--- config.mk ---
export PLATFORM = sky130hd
export DESIGN_NAME = led_seq_ctrl
export DESIGN_NICKNAME = d
export VERILOG_FILES = /design/src/rtl/led_seq_ctrl.sv
export SDC_FILE = /design/constraint.sdc
export NUM_CORES = 1
export LEC_CHECK = 0
export CAP_MARGIN = 0
export CORE_MARGIN = 3
export CORE_UTILIZATION = 45
export CTS_CLUSTER_SIZE = 30
export DETAILED_ROUTE_END_ITERATION = 12
export SYNTH_ARGS = -nofsm -noshare
export SYNTH_HDL_FRONTEND = slang
export SYNTH_SLANG_ARGS = --single-unit
--- constraint.sdc ---
create_clock -name i_clk -period 2.6 [get_ports i_clk]
set_input_delay 0.39 -clock i_clk [delete_from_list [all_inputs] [get_ports i_clk]]
set_output_delay 0.39 -clock i_clk [all_outputs]
set_load 0.1 [all_outputs]
--- src/rtl/led_seq_ctrl.sv ---
// RGB LED colour sequencer: walks a fixed 6-colour pattern with timed steps,
// optional all-off gaps between steps, and PWM brightness latched at start.
module led_seq_ctrl #(
  parameter int p_step_cycles = 12_000_000,
  parameter int p_gap_cycles  = 1_200_000,
  parameter int p_loops       = 0,
  parameter int p_pwm_bits    = 8
) (
  input  logic                  i_clk,
  input  logic                  i_rst,
  input  logic                  i_start,
  input  logic                  i_stop,
  input  logic [p_pwm_bits-1:0] i_duty,
  output logic                  o_led_r,
  output logic                  o_led_g,
  output logic                  o_led_b,
  output logic                  o_busy,
  output logic                  o_done,
  output logic [2:0]            o_step
);

  typedef enum logic [1:0] {
    IDLE = 2'd0,
    RUN  = 2'd1,
    GAP  = 2'd2,
    DONE = 2'd3
  } state_t;

  // One timer serves both RUN and GAP, so it is sized for the longer of the two.
  localparam int max_cycles = (p_step_cycles > p_gap_cycles) ? p_step_cycles : p_gap_cycles;
  localparam int tw         = (max_cycles > 1) ? $clog2(max_cycles) : 1;
  localparam int lw         = (p_loops > 0) ? $clog2(p_loops + 1) : 1;
  localparam bit has_gap    = (p_gap_cycles > 0);
  localparam bit has_loops  = (p_loops > 0);

  localparam logic [tw-1:0]         step_last = tw'(p_step_cycles - 1);
  localparam logic [tw-1:0]         gap_last  = tw'((p_gap_cycles > 0) ? p_gap_cycles - 1 : 0);
  localparam logic [lw-1:0]         loop_last = lw'((p_loops > 0) ? p_loops - 1 : 0);
  localparam logic [tw-1:0]         timer_one = tw'(1);
  localparam logic [lw-1:0]         loop_one  = lw'(1);
  localparam logic [p_pwm_bits-1:0] pwm_one   = p_pwm_bits'(1);

  state_t                  state_q;
  state_t                  state_d;
  logic [2:0]              step_q;
  logic [lw-1:0]           loop_q;
  logic [tw-1:0]           timer_q;
  logic [p_pwm_bits-1:0]   pwm_q;
  logic [p_pwm_bits-1:0]   duty_q;

  logic                    accept_start;
  logic                    run_end;
  logic                    gap_end;
  logic                    advance;
  logic                    last_step;
  logic                    finish;
  logic [2:0]              mask;
  logic                    pwm_on;

  assign accept_start = i_start & ~i_stop;
  assign run_end      = (state_q == RUN) && (timer_q == step_last);
  assign gap_end      = (state_q == GAP) && (timer_q == gap_last);
  assign advance      = (run_end && !has_gap) || gap_end;
  assign last_step    = (step_q == 3'd5);
  // Only a finite sequence ever finishes; with p_loops=0 the loop count is ignored.
  assign finish       = advance && last_step && has_loops && (loop_q == loop_last);
  assign pwm_on       = (pwm_q < duty_q);

  always_ff @(posedge i_clk) begin
    if (i_rst) begin
      state_q <= IDLE;
    end else begin
      state_q <= state_d;
    end
  end

  always_comb begin
    state_d = state_q;
    case (state_q)
      IDLE: begin
        if (accept_start) begin
          state_d = RUN;
        end
      end
      RUN: begin
        if (i_stop) begin
          state_d = IDLE;
        end else if (run_end) begin
          if (has_gap) begin
            state_d = GAP;
          end else if (finish) begin
            state_d = DONE;
          end else begin
            state_d = RUN;
          end
        end
      end
      GAP: begin
        if (i_stop) begin
          state_d = IDLE;
        end else if (gap_end) begin
          state_d = finish ? DONE : RUN;
        end
      end
      DONE: begin
        state_d = IDLE;
      end
      default: begin
        state_d = IDLE;
      end
    endcase
  end

  // Step/loop/timer/PWM bookkeeping; timer and pwm_cnt restart on every RUN entry.
  always_ff @(posedge i_clk) begin
    if (i_rst) begin
      step_q  <= 3'd0;
      loop_q  <= '0;
      timer_q <= '0;
      pwm_q   <= '0;
      duty_q  <= '0;
    end else begin
      case (state_q)
        IDLE: begin
          if (accept_start) begin
            step_q  <= 3'd0;
            loop_q  <= '0;
            timer_q <= '0;
            pwm_q   <= '0;
            duty_q  <= i_duty;
          end
        end
        RUN, GAP: begin
          if (i_stop) begin
            step_q  <= 3'd0;
            timer_q <= '0;
            pwm_q   <= '0;
          end else if (advance) begin
            timer_q <= '0;
            pwm_q   <= '0;
            if (last_step) begin
              step_q <= 3'd0;
              loop_q <= loop_q + loop_one;
            end else begin
              step_q <= step_q + 3'd1;
            end
          end else if (run_end) begin
            timer_q <= '0;
          end else begin
            timer_q <= timer_q + timer_one;
            if (state_q == RUN) begin
              pwm_q <= pwm_q + pwm_one;
            end
          end
        end
        default: begin
          step_q <= step_q;
        end
      endcase
    end
  end

  always_comb begin
    mask = 3'b000;
    case (step_q)
      3'd0:    mask = 3'b100;
      3'd1:    mask = 3'b110;
      3'd2:    mask = 3'b010;
      3'd3:    mask = 3'b011;
      3'd4:    mask = 3'b001;
      3'd5:    mask = 3'b101;
      default: mask = 3'b000;
    endcase
  end

  always_comb begin
    o_led_r = 1'b0;
    o_led_g = 1'b0;
    o_led_b = 1'b0;
    o_busy  = 1'b0;
    o_done  = 1'b0;
    o_step  = step_q;
    case (state_q)
      RUN: begin
        o_led_r = mask[2] & pwm_on;
        o_led_g = mask[1] & pwm_on;
        o_led_b = mask[0] & pwm_on;
        o_busy  = 1'b1;
      end
      GAP: begin
        o_busy = 1'b1;
      end
      DONE: begin
        o_done = 1'b1;
      end
      default: begin
        o_busy = 1'b0;
      end
    endcase
  end

endmodule

# Word-level counts from Yosys, hierarchy flattened
# Cells that the tools add are included.
dict set report word_totals {
  output_inout_bits 8
  wordCells 69
  in_bits 12
  reg_bits 45
}
dict set report classes {
  mux 28
  magnitude_cmp 1
  eq_ne 16
  add_sub_neg 3
  n_bitwise 5
  n_reduce_logical 11
}
# operator n
set ops {}
lappend ops {{2-to-1 mux 24 bit} 4}
lappend ops {{one-hot mux 24 bit (2 select lines)} 1}
lappend ops {{2-to-1 mux 8 bit} 5}
lappend ops {{adder 24 x 1 -> 24 bit, second input constant} 1}
lappend ops {{== test 24 x 21 -> 1 bit, second input constant} 1}
lappend ops {{== test 24 bit, second input constant} 1}
lappend ops {{one-hot mux 3 bit (6 select lines)} 1}
lappend ops {{one-hot mux 8 bit (2 select lines)} 1}
lappend ops {{2-to-1 mux 3 bit} 4}
lappend ops {{2-to-1 mux 2 bit} 5}
lappend ops {{adder 8 x 1 -> 8 bit, second input constant} 1}
lappend ops {{less-than comparator 8 bit} 1}
lappend ops {{one-hot mux 2 bit (4 select lines)} 1}
lappend ops {{== test 3 x 2 -> 1 bit, second input constant} 2}
lappend ops {{== test 3 bit, second input constant} 2}
lappend ops {{!= test 3 bit, second input constant} 2}
lappend ops {{one-hot mux 3 bit (2 select lines)} 1}
lappend ops {{AND reduction 3 bit} 2}
lappend ops {{2-to-1 mux 1 bit} 5}
lappend ops {{AND 1 bit} 4}
lappend ops {{== test 2 bit, second input constant} 2}
lappend ops {{!= test 4 x 1 -> 1 bit, second input constant} 1}
lappend ops {{!= test 4 x 3 -> 1 bit, second input constant} 1}
lappend ops {{AND reduction 2 bit} 2}
lappend ops {{12 further kinds} 13}

# Depth between registers and ports, before layout
dict set report depth {
  ltp_word 6
  ltp_mapped 9
}

# Worst setup path before layout
# No wires, ideal clock.
dict set report synth_timing {
  path_kind {register to output}
  startpoint {reg step_q[0] (netlist: o_step[0])}
  endpoint {out o_led_g}
  required_ps 2210
  n_path_buf 1
  arrival_ps 4402
  setup_slack_ps -2192
  stages_incl_launch_ff 6
  path_cell_list {dfxtp_1 clkbuf_1 and2_1 ha_1 a21oi_1 nor4_1}
}
dict set report synth_via {
  elab_chain_len 4
  word_cells_on_any_way 9
  classes_between {eq/ne: 5; mux: 2; bitwise: 1; reduce/logical: 1}
}
# item line_no
set synth_lines {}
lappend synth_lines {{start: declaration} 45} ;# logic [2:0] step_q;
lappend synth_lines {{start signal: assignment} 145} ;# step_q <= step_q + 3'd1;
lappend synth_lines {{start signal: assignment} 157} ;# step_q <= step_q;
lappend synth_lines {{== test 3 bit (tied with other cells)} 165} ;# case (step_q)
lappend synth_lines {{one-hot mux 3 bit (6 select lines) *} 165}
lappend synth_lines {{AND 1 bit *} 186} ;# o_led_g = mask[1] & pwm_on;
lappend synth_lines {{2-to-1 mux 1 bit *} 183} ;# case (state_q)
lappend synth_lines {{end: declaration} 15} ;# output logic o_led_g,
# Every way passes the cells marked *; elsewhere a longest branch is shown, timed or not.

# Worst setup path after layout
dict set report layout_timing {
  startpoint {reg duty_q[6]}
  endpoint {out o_led_b}
}
dict set report layout_via {
  elab_chain_len 3
}
# item line_no
set layout_lines {}
lappend layout_lines {{start: declaration} 49} ;# logic [p_pwm_bits-1:0] duty_q;
lappend layout_lines {{start signal: assignment} 130} ;# duty_q <= i_duty;
lappend layout_lines {{less-than comparator 8 bit} 67} ;# assign pwm_on = (pwm_q < duty_q);
lappend layout_lines {{AND 1 bit} 187} ;# o_led_b = mask[0] & pwm_on;
lappend layout_lines {{2-to-1 mux 1 bit} 183}
lappend layout_lines {{end: declaration} 16} ;# output logic o_led_b,
# No other way between the ends.

==> impl_metrics.tcl <==
set metrics [dict create \
    wl_per_cell_um 13.29 \
    cts_tree "yes" \
    crit_type "reg -> out" \
    hold_viol_final 0 \
    final_cell_count_no_fill 390 \
    grt_overflow_total 0 \
    antenna_found_initial 0 \
    hold_class "reg -> reg" \
    die_area_um2 6438 \
    finalNetCount 345 \
    startpoint_type "flop" \
    dp_hpwl_mm 3.906 \
    via_per_inst 5.221 \
    syn2layout_area_growth_pct 20.03 \
    synth.distinct_cells 47 \
    gp_congestion 0.8417 \
    outcome "completed" \
    cp.arrival_ns 2.08 \
    syn_area_um2 2480 \
    ys_seq_area_share_pct 36.33 \
    fin_ws_ns 0.1261 \
    first_global_vias 1863 \
    yosys.area.top_type "dfxtp_1" \
    drive_gt1_share_pct 13.13 \
    synthCells 293 \
    rr_worst_depth 7 \
    cts_inserted_buffers 5 \
    grt_use_met3_pct 3.700 \
    period_share_pct 95.15 \
    r2r_slack_ns 0.42 \
    ys_ff_latch 45 \
    clock-sinks 45 \
    dp_worst_setup_slack_ns 0.1616 \
    clk_latency_ns 0.30 \
    syn-num-nets 319 \
    maxSlewHeadroom_pct 60.21 \
    synth_warnings 0 \
    synth_edf_count 0 \
    final_max_slew_viol_count 0 \
    fp.coreArea_um2 5205 \
    final_util_pct 57.19 \
    drt_pass1_iterations 4 \
    synth_top_area_share_pct 36.33 \
    portBuffers 19 \
    slowest_delay_ns 0.34 \
    path_max_fanout 3 \
    peakVddDrop_v 0.0003290 \
    fin_skew_ns 0.008135 \
    endpoint_kind "output port" \
    max_cap_violations 0 \
    async_flop_share_pct 0 \
    max_freq_mhz 404.2 \
    yosysMostFrequentCell "nor2_1" \
    setup-tns-final_ns 0 \
    synth-main-ff-cell "dfxtp_1" \
    grt_max_degree 25 \
    clk_pin_slew_ns 0.09 \
    post-route-drc-count 0 \
    top_usage_layer "met1" \
    cts-root-buf "clkbuf_8" \
    netlist_top_cells_count "nor2_1 (46), dfxtp_1 (45), nand2_1 (20)" \
    wl_mm 5.182 \
    setup_viol 0 \
    vias 2036 \
    grt_pass1_wl_mm 8.797 \
    placement_rows 26 \
    grt_setup_unrepaired "no" \
    slowest_stage "dfxtp_1" \
    syn_area_per_cell_um2 8.464 \
    grt_use_total_pct 17.29 \
    detail-route-antenna-nets 0 \
    drt_iter0_markers 59 \
    die_x_um 80.24 \
    grtUsageMet2_pct 24.67 \
    required_ns 2.21 \
    die_h_um 80.24 \
    cts_buffer_depth 2 \
    power.density_nw_per_um2 510.4 \
    dp_cells 381 \
    leakage_nw 1.108 \
    diodes 0 \
    finalCriticalPeriod_ns 2.474 \
    tightest_slew_ns 0.5951 \
    start_util_pct 47.64 \
    synth_area_leaders "dfxtp_1 (36%), ha_1 (7.1%), nor2_1 (7.0%)" \
    min_path_cells 2 \
    crit_chain "inv_1 -> ha_1 -> and3_1 -> a221oi_2 -> a21boi_2 -> buf_4 -> nor2_4 -> buf_12" \
    cts_max_level 2 \
    pin_count 20 \
    globalRouteMet1Util_pct 26.00 \
]
==> metrics by stage <==
step                      area [µm²]   power, W  hold WS [ns]
after CTS                       2965   0.001537        0.4921
after detailed placement        2834  0.0009724        0.4791
after global placement          2834  0.0009722        0.4651
after global routing            2977   0.001589        0.5100
final                           2977   0.001519        0.4879
after floorplan                 2511  0.0008953        0.4536
==> routing by layer <==
| layer | wire, µm | vias to the layer above |
|---|---|---|
| met5 | 0 | - |
| met3 | 221 | 7 |
| li1 | - | 1069 |
| met1 | 2839 | 929 |
| met4 | 59 | 0 |
| met2 | 2061 | 31 |
==> layout by cell type (no fill, tap or decap), types with 6 or more instances in the layout <==
cell	count
nand4_1	8
xnor2_1	9
nand2_1	20
clkdlybuf4s50_1	11
xor2_1	16
mux2i_1	11
and3_1	6
nor2_1	45
inv_1	16
buf_4	16
clkbuf_8	6
ha_1	14
dfxtp_1	43
nand3_1	12
a21oi_1	16
==> cell families after synthesis <==
kind of cell	synth area share [%]
buffers and inverters	4.339
and+or+nand+nor	27.70
adders and majority gates	7.064
xor gates and xnor gates	8.829
DFF	36.33
muxes	4.440
AOI/OAI and AO/OA	11.30
==> final timing paths <==
check | to | from
setup / recovery | o_led_b | duty_q[6]
hold / removal | timer_q[1] | timer_q[1]
setup reg to reg | pwm_q[6] | timer_q[0]
hold reg to reg | timer_q[1] | timer_q[1]
==> final cells by class <==
class	instances	area (µm²)
timing repair buffer	30	290.3
inverter	16	60.06
fill	517	2228
tap	70	87.58
sequential	45	903.4
clock inverter	2	37.54
clock buffer	6	82.58
multi-input combinational	221	1515
==> flip-flops by register name, summed over array words and instances (netlist names) <==
name,flops
timer_q,24
duty_q,8
pwm_q,8
o_step,3
state_q,2
==> power by group <==
group / switching (W) / total (W) / internal (W)
clock: 0.000243 / 0.000555 / 0.000313
combinational: 0.000156 / 0.000251 / 0.0000956
sequential: 0.0000104 / 0.000713 / 0.000703
total: 0.000409 / 0.00152 / 0.00111
==> critical path: cells and delay by family, from the launching register on <==
family                     cells  cell delay [ns]
DFF                            1             0.34
adders and majority gates      1             0.29
AOI/OAI and AO/OA              2             0.43
buffers and inverters          3             0.39
and+or+nand+nor                2             0.33
==> timing repair <==
action | 4_1_cts | 5_1_grt
hold buffers | 0 | 0
pin swaps | 2 | 2
gates resized for setup | 2 | 2
endpoints found under the setup margin | 3 | 3
setup buffers | 1 | 0
No activity file was read; power rests on OpenSTA's default activity.
